## config.mk

```make
export PLATFORM = sky130hd
export DESIGN_NAME = mem_fill_check_master
export DESIGN_NICKNAME = d
export VERILOG_FILES = /design/src/rtl/mem_fill_check_master.sv
export SDC_FILE = /design/constraint.sdc
export NUM_CORES = 1
export LEC_CHECK = 0
export BUFFER_PORTS_ARGS = -buffer_cell sky130_fd_sc_hd__buf_2
export CAP_MARGIN = 40
export CORE_ASPECT_RATIO = 1.75
export CORE_MARGIN = 1.5
export CORE_UTILIZATION = 30
export DETAILED_ROUTE_END_ITERATION = 7
export GPL_ROUTABILITY_DRIVEN = 0
export PLACE_DENSITY_LB_ADDON = 0.1
export SYNTH_ARGS = -nofsm -noshare
export SYNTH_HDL_FRONTEND = slang
export SYNTH_SLANG_ARGS = --single-unit
export TNS_END_PERCENT = 1
```

## constraint.sdc

```tcl
create_clock -name clk_i -period 2.3 [get_ports clk_i]
set_input_delay 0.115 -clock clk_i [delete_from_list [all_inputs] [get_ports clk_i]]
set_output_delay 0.115 -clock clk_i [all_outputs]
set_load 0.02 [all_outputs]
```

## src/rtl/mem_fill_check_master.sv

```systemverilog
// Avalon-MM master that fills a memory region with a pattern, then reads it back and verifies it.
// Optional MEM_FILL_CHECK_LFSR_EN selects a Galois LFSR pattern instead of seed + i.
//
// state | meaning
// IDLE  | waiting for start
// FILL  | one write per cycle on the bus
// CHECK | one read per cycle; compares retire RD_LAT cycles later
// DRAIN | last RD_LAT compares still outstanding
// DONE  | one-cycle done pulse; results held until next start
module mem_fill_check_master #(
  parameter int ADDR_W = 10,
  parameter int DATA_W = 32,
  parameter int RD_LAT = 1
) (
  input  logic                clk_i,
  input  logic                reset_n_i,
  input  logic                start_i,
  input  logic                abort_i,
  input  logic                do_fill_i,
  input  logic                do_check_i,
  input  logic [ADDR_W-1:0]   base_addr_i,
  input  logic [ADDR_W:0]     word_count_i,
  input  logic [DATA_W-1:0]   seed_i,
  output logic                busy_o,
  output logic                done_o,
  output logic                pass_o,
  output logic [ADDR_W:0]     err_count_o,
  output logic [ADDR_W-1:0]   first_err_addr_o,
  output logic [ADDR_W-1:0]   address_o,
  output logic [DATA_W/8-1:0] byteenable_o,
  output logic                chipselect_o,
  output logic                clken_o,
  output logic                write_o,
  output logic [DATA_W-1:0]   writedata_o,
  input  logic [DATA_W-1:0]   readdata_i
);
  localparam int CW = ADDR_W + 1;
  localparam int BW = DATA_W / 8;

  typedef enum logic [2:0] {S_IDLE, S_FILL, S_CHECK, S_DRAIN, S_DONE} state_t;

`ifdef MEM_FILL_CHECK_LFSR_EN
  localparam logic [DATA_W-1:0] LFSR_MASK = DATA_W'(32'h80200003);
  function automatic logic [DATA_W-1:0] pat_first(input logic [DATA_W-1:0] s);
    return (s == '0) ? '1 : s;
  endfunction
  function automatic logic [DATA_W-1:0] pat_next(input logic [DATA_W-1:0] x);
    return {1'b0, x[DATA_W-1:1]} ^ (x[0] ? LFSR_MASK : '0);
  endfunction
`else
  function automatic logic [DATA_W-1:0] pat_first(input logic [DATA_W-1:0] s);
    return s;
  endfunction
  function automatic logic [DATA_W-1:0] pat_next(input logic [DATA_W-1:0] x);
    return x + DATA_W'(1);
  endfunction
`endif

  state_t              state_q, state_d;
  logic [CW-1:0]       rem_q, rem_d, count_q, count_d, err_q, err_d;
  logic [1:0]          dcnt_q, dcnt_d;
  logic [ADDR_W-1:0]   base_q, base_d, addr_q, addr_d, first_q, first_d;
  logic [DATA_W-1:0]   seed_q, seed_d, pat_q, pat_d;
  logic                chk_q, chk_d, cs_q, cs_d, wr_q, wr_d, pass_q, pass_d;
  logic                abort_end, flush, push, mismatch;

  logic                pv_q [RD_LAT];
  logic [ADDR_W-1:0]   pa_q [RD_LAT];
  logic [DATA_W-1:0]   pe_q [RD_LAT];

  assign flush    = abort_i && (state_q == S_FILL || state_q == S_CHECK || state_q == S_DRAIN);
  assign push     = (state_q == S_CHECK) && !abort_i;
  assign mismatch = pv_q[RD_LAT-1] && !flush && (readdata_i != pe_q[RD_LAT-1]);

  always_comb begin
    state_d   = state_q;
    rem_d     = rem_q;
    count_d   = count_q;
    dcnt_d    = dcnt_q;
    base_d    = base_q;
    seed_d    = seed_q;
    chk_d     = chk_q;
    addr_d    = addr_q;
    pat_d     = pat_q;
    cs_d      = 1'b0;
    wr_d      = 1'b0;
    err_d     = err_q;
    first_d   = first_q;
    pass_d    = pass_q;
    abort_end = 1'b0;

    if (mismatch) begin
      if (err_q != '1) err_d = err_q + CW'(1);
      if (err_q == '0) first_d = pa_q[RD_LAT-1];
    end

    case (state_q)
      S_IDLE: if (start_i) begin
        base_d  = base_addr_i;
        count_d = word_count_i;
        seed_d  = pat_first(seed_i);
        chk_d   = do_check_i;
        err_d   = '0;
        first_d = '0;
        pass_d  = 1'b0;
        if (word_count_i == '0 || !(do_fill_i || do_check_i)) begin
          state_d = S_DONE;
        end else begin
          cs_d    = 1'b1;
          wr_d    = do_fill_i;
          addr_d  = base_addr_i;
          pat_d   = pat_first(seed_i);
          rem_d   = word_count_i - CW'(1);
          state_d = do_fill_i ? S_FILL : S_CHECK;
        end
      end
      S_FILL: begin
        if (abort_i) begin
          state_d   = S_DONE;
          abort_end = 1'b1;
        end else if (rem_q != '0) begin
          cs_d   = 1'b1;
          wr_d   = 1'b1;
          addr_d = addr_q + ADDR_W'(1);
          pat_d  = pat_next(pat_q);
          rem_d  = rem_q - CW'(1);
        end else if (chk_q) begin
          // Back-to-back turnaround: first read directly follows the last write.
          cs_d    = 1'b1;
          addr_d  = base_q;
          pat_d   = seed_q;
          rem_d   = count_q - CW'(1);
          state_d = S_CHECK;
        end else begin
          state_d = S_DONE;
        end
      end
      S_CHECK: begin
        if (abort_i) begin
          state_d   = S_DONE;
          abort_end = 1'b1;
        end else if (rem_q != '0) begin
          cs_d   = 1'b1;
          addr_d = addr_q + ADDR_W'(1);
          pat_d  = pat_next(pat_q);
          rem_d  = rem_q - CW'(1);
        end else begin
          dcnt_d  = 2'(RD_LAT - 1);
          state_d = S_DRAIN;
        end
      end
      S_DRAIN: begin
        if (abort_i) begin
          state_d   = S_DONE;
          abort_end = 1'b1;
        end else if (dcnt_q == '0) begin
          state_d = S_DONE;
        end else begin
          dcnt_d = dcnt_q - 2'd1;
        end
      end
      S_DONE:  state_d = S_IDLE;
      default: state_d = S_IDLE;
    endcase

    if (state_d == S_DONE && state_q != S_DONE) pass_d = (err_d == '0) && !abort_end;
  end

  always_ff @(posedge clk_i or negedge reset_n_i) begin
    if (!reset_n_i) begin
      state_q <= S_IDLE;
      rem_q   <= '0;
      count_q <= '0;
      dcnt_q  <= '0;
      base_q  <= '0;
      seed_q  <= '0;
      chk_q   <= 1'b0;
      addr_q  <= '0;
      pat_q   <= '0;
      cs_q    <= 1'b0;
      wr_q    <= 1'b0;
      err_q   <= '0;
      first_q <= '0;
      pass_q  <= 1'b0;
    end else begin
      state_q <= state_d;
      rem_q   <= rem_d;
      count_q <= count_d;
      dcnt_q  <= dcnt_d;
      base_q  <= base_d;
      seed_q  <= seed_d;
      chk_q   <= chk_d;
      addr_q  <= addr_d;
      pat_q   <= pat_d;
      cs_q    <= cs_d;
      wr_q    <= wr_d;
      err_q   <= err_d;
      first_q <= first_d;
      pass_q  <= pass_d;
    end
  end

  always_ff @(posedge clk_i or negedge reset_n_i) begin
    if (!reset_n_i) begin
      for (int i = 0; i < RD_LAT; i++) begin
        pv_q[i] <= 1'b0;
        pa_q[i] <= '0;
        pe_q[i] <= '0;
      end
    end else begin
      pv_q[0] <= push;
      pa_q[0] <= addr_q;
      pe_q[0] <= pat_q;
      for (int i = 1; i < RD_LAT; i++) begin
        pv_q[i] <= pv_q[i-1] && !flush;
        pa_q[i] <= pa_q[i-1];
        pe_q[i] <= pe_q[i-1];
      end
    end
  end

  assign busy_o           = (state_q != S_IDLE);
  assign clken_o          = busy_o;
  assign done_o           = (state_q == S_DONE);
  assign pass_o           = pass_q;
  assign err_count_o      = err_q;
  assign first_err_addr_o = first_q;
  assign address_o        = addr_q;
  assign chipselect_o     = cs_q;
  assign write_o          = wr_q;
  assign writedata_o      = pat_q;
  assign byteenable_o     = {BW{cs_q}};

endmodule

```

==> results of run 1 <==
[power by group]
part | internal, mW | leakage (nW) | switching [mW]
logic | 3.15 | 3.52 | 4.36
registers | 4.51 | 2.23 | 1.17
clock network | 1.80 | 0.300 | 1.35
[stage by stage]
stage	cell area (um^2)	worst slack [ns]	total power, mW	utilization (%)	hold slack [ns]
floorplan	9010	-0.0550	9.27	-	-0.181
global placement	11300	-0.208	12.3	38.4	0.143
detailed placement	11300	-0.216	12.4	38.4	0.146
CTS	12800	-0.0350	16.3	43.6	0.00640
global route	13000	-0.182	17.4	44.1	0.0421
finish	13000	-0.0528	16.3	44.1	0.0341
[how the worst min path moves through the flow]
stage,start,endpoint,slack (ns)
finish,word_count_i[4],count_q[4],0.03
global route,word_count_i[4],count_q[4],0.04
CTS,word_count_i[4],count_q[4],0.006
detailed placement,reset_n_i,first_err_addr_o[8],0.15
global placement,reset_n_i,first_err_addr_o[8],0.14
floorplan,reset_n_i,address_o[0],-0.18
[layout make-up]
cell class / count / share of cell area (%)
Tap cell: 382 / 3.68
Clock buffer: 21 / 3.63
Clock inverter: 11 / 1.16
Multi-Input combinational cell: 734 / 34.6
Sequential cell: 179 / 34.6
Timing Repair Buffer: 366 / 21.5
Antenna cell: 3 / 0.0579
Inverter: 28 / 0.830
[Yosys cell counts (5+ instances only)]
| cell | number | area, um^2 |
|---|---|---|
| nand2_1 | 200 | 751 |
| dfrtp_1 | 179 | 4480 |
| o21ai_0 | 90 | 450 |
| nor2_1 | 80 | 300 |
| xor2_1 | 42 | 368 |
| clkbuf_1 | 36 | 135 |
| a21oi_1 | 35 | 175 |
| nand3_1 | 29 | 145 |
| inv_1 | 28 | 105 |
| nor3_1 | 24 | 120 |
| nor4_1 | 24 | 150 |
| a221oi_1 | 19 | 166 |
| a222oi_1 | 17 | 170 |
| a31oi_1 | 14 | 87.6 |
| and3_1 | 12 | 75.1 |
| xnor2_1 | 12 | 105 |
| and2_1 | 11 | 68.8 |
| buf_2 | 10 | 50.1 |
| mux2i_1 | 10 | 100 |
| o22ai_1 | 10 | 62.6 |
| ha_1 | 9 | 113 |
| nor2b_1 | 7 | 43.8 |
| a22o_1 | 6 | 52.6 |
| nand4_1 | 6 | 37.5 |
| a211oi_1 | 5 | 37.5 |
| and4_1 | 5 | 43.8 |
| buf_4 | 5 | 37.5 |
[timing repair]
item,4_1_cts,5_1_grt
pin swaps,10,16
setup endpoints to repair,60,62
hold endpoints to repair,128,0
resized for setup,47,73
setup buffers,6,1
hold buffers,56,0
gates cloned,3,0
[sequential cells by signal, summed over array words and instances, names as in the netlist, 2 cells and up]
signal	cells
address_o	10
base_q	10
count_q	11
dcnt_q	2
err_count_o	11
first_err_addr_o	10
pa_q	10
pe_q	32
rem_q	11
seed_q	32
state_q	3
writedata_o	32
[cells by family (layout without fill, tap and decap cells)]
family                     after synthesis  in the layout  synth area share, %
AOI/OAI and AO/OA                      230            230                 16.4
and+or+nand+nor                        431            431                 22.3
adders and majority gates                9              9                 1.25
DFF                                    179            179                 49.9
muxes                                   10             10                 1.11
xor gates and xnor gates                54             54                 5.26
buffers and inverters                   82            426                 3.86
other                                    0              3                    0
[critical path, stage by stage (launching register included)]
cell     delay [ns]
dfrtp_1        0.38
xor2_1         0.16
nor4_2         0.37
buf_4          0.18
nand4_1        0.12
o21ai_0        0.19
buf_4          0.15
a22oi_2        0.10
o31ai_2        0.30
nand4_1        0.14
o22ai_1        0.17
[per-layer routing]
layer	GRT usage [%]	wire length (um)
met1	23.5	12600
met2	40.7	17800
met3	4.13	1470
met4	9.95	1110
met5	0	34
==> metrics.md, run 1 <==
| Metric | Value |
|---|---|
| Worst Hold Class | `primary input to flip-flop` |
| Largest net degree at the start of global routing | `58` |
| Maximum VDD drop | `696 uV` |
| Syn Area/Cell | `9.03 um^2` |
| Fin crit period | `2.35 ns` |
| Global-route wire length before repair | `50.9 mm` |
| #FFs+latches synth | `179` |
| Row count | `83` |
| R2R Path End | `pass_o` |
| Status | `complete, but fails checks` |
| Critical path capture point type | `flip-flop` |
| Setup tns final | `-0.0615 ns` |
| Setup crit start | `pe_q[16]` |
| Vias per inst | `5.10` |
| Hold Fails Final Rpt | `0` |
| Sequential standard cell area | `4490 um^2` |
| PortBufs | `163` |
| CTS tree | `built` |
| Leakage | `6.05 nW` |
| Worst setup path end | `pass_o` |
| Relative slew slack | `52.0%` |
| Post-Place Cells | `1623` |
| Fmax | `425 MHz` |
| Final max-slew violation count | `0` |
| WP data arrival | `2.73 ns` |
| Fin crit share | `102%` |
| Clock Skew | `0.00959 ns` |
| R2r startpoint | `pe_q[16]` |
| Number of flops mapped to enable cells by yosys | `0` |
| Antenna violations before repair | `5` |
| Most common cell after layout, fill and taps aside | `nand2_1` |
| Synth Flop Type | `dfrtp_1` |
| I/O pin cnt | `164` |
| HPWL after DPL | `23.1 mm` |
| RSZ-0062 raised after global routing | `yes` |
| Die Y | `232 um` |
| Number of cells on the worst hold path | `4` |
| Failing checks | `setup timing` |
| Max Cap Viol | `0` |
| Multi-input gate area | `4480 um^2` |
| Final net count | `1426` |
| Layout cells sized above 1 | `31.4%` |
| Post-synthesis cell area | `8980 um^2` |
| Placeable Area | `29400 um^2` |
| GRT Total Usage | `21.8%` |
| Initial drt markers | `390` |
| Power density cells | `1260 nW/um^2` |
| Setup ws final | `-0.0528 ns` |
| FF-to-FF setup slack | `-0.05 ns` |
| CTS Buf Count | `17` |
| Setup violators final | `2` |
| # clock sinks | `179` |
| Clock-pin transition on the worst setup and hold timing paths | `0.07 ns` |
| Yosys Warn Count | `0` |
| Ys async rst share | `100%` |
| CP max FO | `3` |
| Clk_lat worst skew | `0.46 ns` |
| Final antenna-violating net count | `0` |
| WL per Instance | `19.1 um` |
| Vias in the first global route | `9052` |
| Least-Margin Pin Slew | `0.720 ns` |
| Pre-Repair DR Iteration Count | `5` |
| Crit path kind | `flip-flop to flip-flop` |
| CTS Root Buffer Type | `clkbuf_16` |
| Clock H-tree levels | `4` |
| Cells after synthesis | `995` |
| Syn_nets | `1095` |
| Distinct cell type count after synthesis | `63` |
| Worst EP required | `2.68 ns` |
| Post-synthesis sequential area ratio | `49.9%` |
| Area grow syn2layout | `44.4%` |
| FF-to-FF path depth | `10` |
| Initial Utilization | `30.6%` |
| Die area | `31000 um^2` |
| Worst setup SP type | `flip-flop` |
| Filler cell count | `2938` |
| Die width | `134 um` |
| Total grt overflow | `0` |
| Detailed Route WL | `33.0 mm` |
| Bufs on Longest Clock Path | `2` |
| Commonest non-fill, non-tap cells in the layout | `nand2_1, dfrtp_1, buf_2` |
| Drt drc | `0` |
| Vias | `8797` |
| Post-Layout Cell Count | `1724` |
No activity file was read; power rests on OpenSTA's default activity.
==> run 2: changes to the inputs <==
--- a/constraint.sdc
+++ b/constraint.sdc
@@ -3,2 +3,2 @@
 set_output_delay 0.115 -clock clk_i [all_outputs]
-set_load 0.02 [all_outputs]
+set_load 0.05 [all_outputs]
==> metrics.md, run 2 (synthesis gave the netlist of run 1 again) <==
| Metric | Value |
|---|---|
| CP max FO | `5` |
| Row count | `83` |
| CP max stage cell | `or4_4` |
| HPWL after DPL | `23.6 mm` |
| Die area | `31000 um^2` |
| Initial Utilization | `30.6%` |
| Area grow syn2layout | `44.8%` |
| Critical path capture point type | `flip-flop` |
| Commonest non-fill, non-tap cells in the layout | `nand2_1, dfrtp_1, buf_2` |
| Layout cells sized above 1 | `32.5%` |
| Maximum VDD drop | `914 uV` |
| Sequential Power Share | `32.7%` |
| Max Cap Viol | `0` |
| Placeable Area | `29400 um^2` |
| Largest net degree at the start of global routing | `56` |
| R2r startpoint | `writedata_o[14]` |
| Power density cells | `1340 nW/um^2` |
| Clk pwr share | `16.9%` |
| WP data arrival | `2.64 ns` |
| WL per Instance | `19.0 um` |
| I/O pin cnt | `164` |
| Crit path kind | `flip-flop to flip-flop` |
| Relative slew slack | `54.8%` |
| Final max-slew violation count | `0` |
| Vias in the first global route | `8939` |
| Number of cells on the worst hold path | `3` |
| Setup violators final | `0` |
| PortBufs | `163` |
| Internal power | `9.44 mW` |
| Fmax | `441 MHz` |
| Net switching power | `7.99 mW` |
| Leakage | `6.04 nW` |
| Hold Fails Final Rpt | `0` |
| Worst setup SP type | `flip-flop` |
| FF-to-FF setup slack | `0.03 ns` |
| GRT Total Usage | `21.7%` |
| Die width | `134 um` |
| Die Y | `232 um` |
| Clock Skew | `0.00959 ns` |
| Pwr Total | `17.4 mW` |
| Final net count | `1431` |
| Antenna violations before repair | `6` |
| RSZ-0062 raised after global routing | `yes` |
| CTS Buf Count | `17` |
| Total grt overflow | `0` |
| Placement Cell Area | `11300 um^2` |
| R2R Path End | `writedata_o[30]` |
| Drt drc | `0` |
| Setup WS pre-CTS | `-0.456 ns` |
| Least-Margin Pin Slew | `0.678 ns` |
| Detailed Route WL | `32.9 mm` |
| Chain of cells forming the critical path | `nand3_1 > or4_4 > nor4_4 > nand3_2 > nor3_4 > buf_4 > a41oi_1 > o21ai_0` |
| Worst setup path end | `writedata_o[30]` |
| Fin crit share | `98.6%` |
| # clock sinks | `179` |
| Vias per inst | `5.04` |
| Final antenna-violating net count | `0` |
| Clk_lat worst skew | `0.46 ns` |
| Status | `completed` |
| Worst EP required | `2.67 ns` |
| Most common cell after layout, fill and taps aside | `nand2_1` |
| Final Instance Area | `13000 um^2` |
| Gate power share | `50.3%` |
| Clock H-tree levels | `4` |
| Global-route wire length before repair | `50.5 mm` |
| CP peak stage delay | `0.63 ns` |
| Initial drt markers | `489` |
| Bufs on Longest Clock Path | `2` |
| Sw frac | `45.8%` |
| Setup crit start | `writedata_o[14]` |
| FF-to-FF path depth | `8` |
| Fin crit period | `2.27 ns` |
| Pre-Repair DR Iteration Count | `5` |
| Vias | `8716` |
| CTS Root Buffer Type | `clkbuf_16` |
| Setup ws final | `0.0318 ns` |
| Clock-pin transition on the worst setup and hold timing paths | `0.07 ns` |
| CTS tree | `built` |
| Worst Hold Class | `primary input to flip-flop` |
run 2: worst min path at each step:
stage / start / to / slack [ns]
floorplan: reset_n_i / address_o[0] / -0.18
global placement: reset_n_i / pa_q[6] / 0.12
detailed placement: reset_n_i / err_count_o[4] / 0.11
CTS: start_i / err_count_o[10] / 0.10
global route: start_i / err_count_o[10] / 0.13
finish: start_i / err_count_o[10] / 0.11
run 2: through the flow:
| step | std cells | util (%) | setup TNS [ns] | hold slack (ns) |
|---|---|---|---|---|
| floorplan | 995 | - | -1.43 | -0.181 |
| global placement | 1623 | 38.4 | -6.10 | 0.119 |
| detailed placement | 1623 | 38.4 | -4.91 | 0.113 |
| CTS | 1717 | 43.0 | -1.13 | 0.105 |
| global route | 1727 | 44.3 | -2.65 | 0.132 |
| finish | 1728 | 44.3 | 0 | 0.114 |
run 2: final cells by class:
class / instances / area, um^2
clock inverter: 10 / 110
sequential: 179 / 4500
clock buffer: 21 / 460
multi-input combinational: 734 / 4540
tap: 382 / 478
inverter: 28 / 105
fill: 2952 / 16400
antenna: 3 / 7.51
timing repair buffer: 371 / 2810
run 2: power groups by stage:
stage          Combinational, mW  Sequential [mW]  Clock [mW]
2_1_floorplan               3.40             7.01           0
3_3_place_gp                7.90             5.71           0
3_5_place_dp                7.96             5.73           0
4_1_cts                     8.42             5.68        3.04
5_1_grt                     9.50             5.90        3.14
6_report                    8.77             5.71        2.95
run 2: layer usage:
metal	part of all wire (%)	global-route usage, %	vias to the layer above
li1	-	-	4206
met1	38	23.2	4238
met2	54	40.3	208
met3	4.1	4.48	58
met4	3.6	9.75	6
met5	0.10	0	-
run 2: repair_timing:
action,4_1_cts,5_1_grt
pin swaps,7,26
hold endpoints to repair,126,0
resized for setup,31,89
buffers inserted,4,6
gates cloned,2,2
hold buffers,57,0
endpoints found under the setup margin,64,59
run 2: worst max-delay path: cells and delay by family, from the launching register on:
kind	cells	cell delay, ns
AO/OA/AOI/OAI	2	0.29
flip-flops	1	0.37
buffers and inverters	1	0.14
AND/OR/NAND/NOR	5	1.38
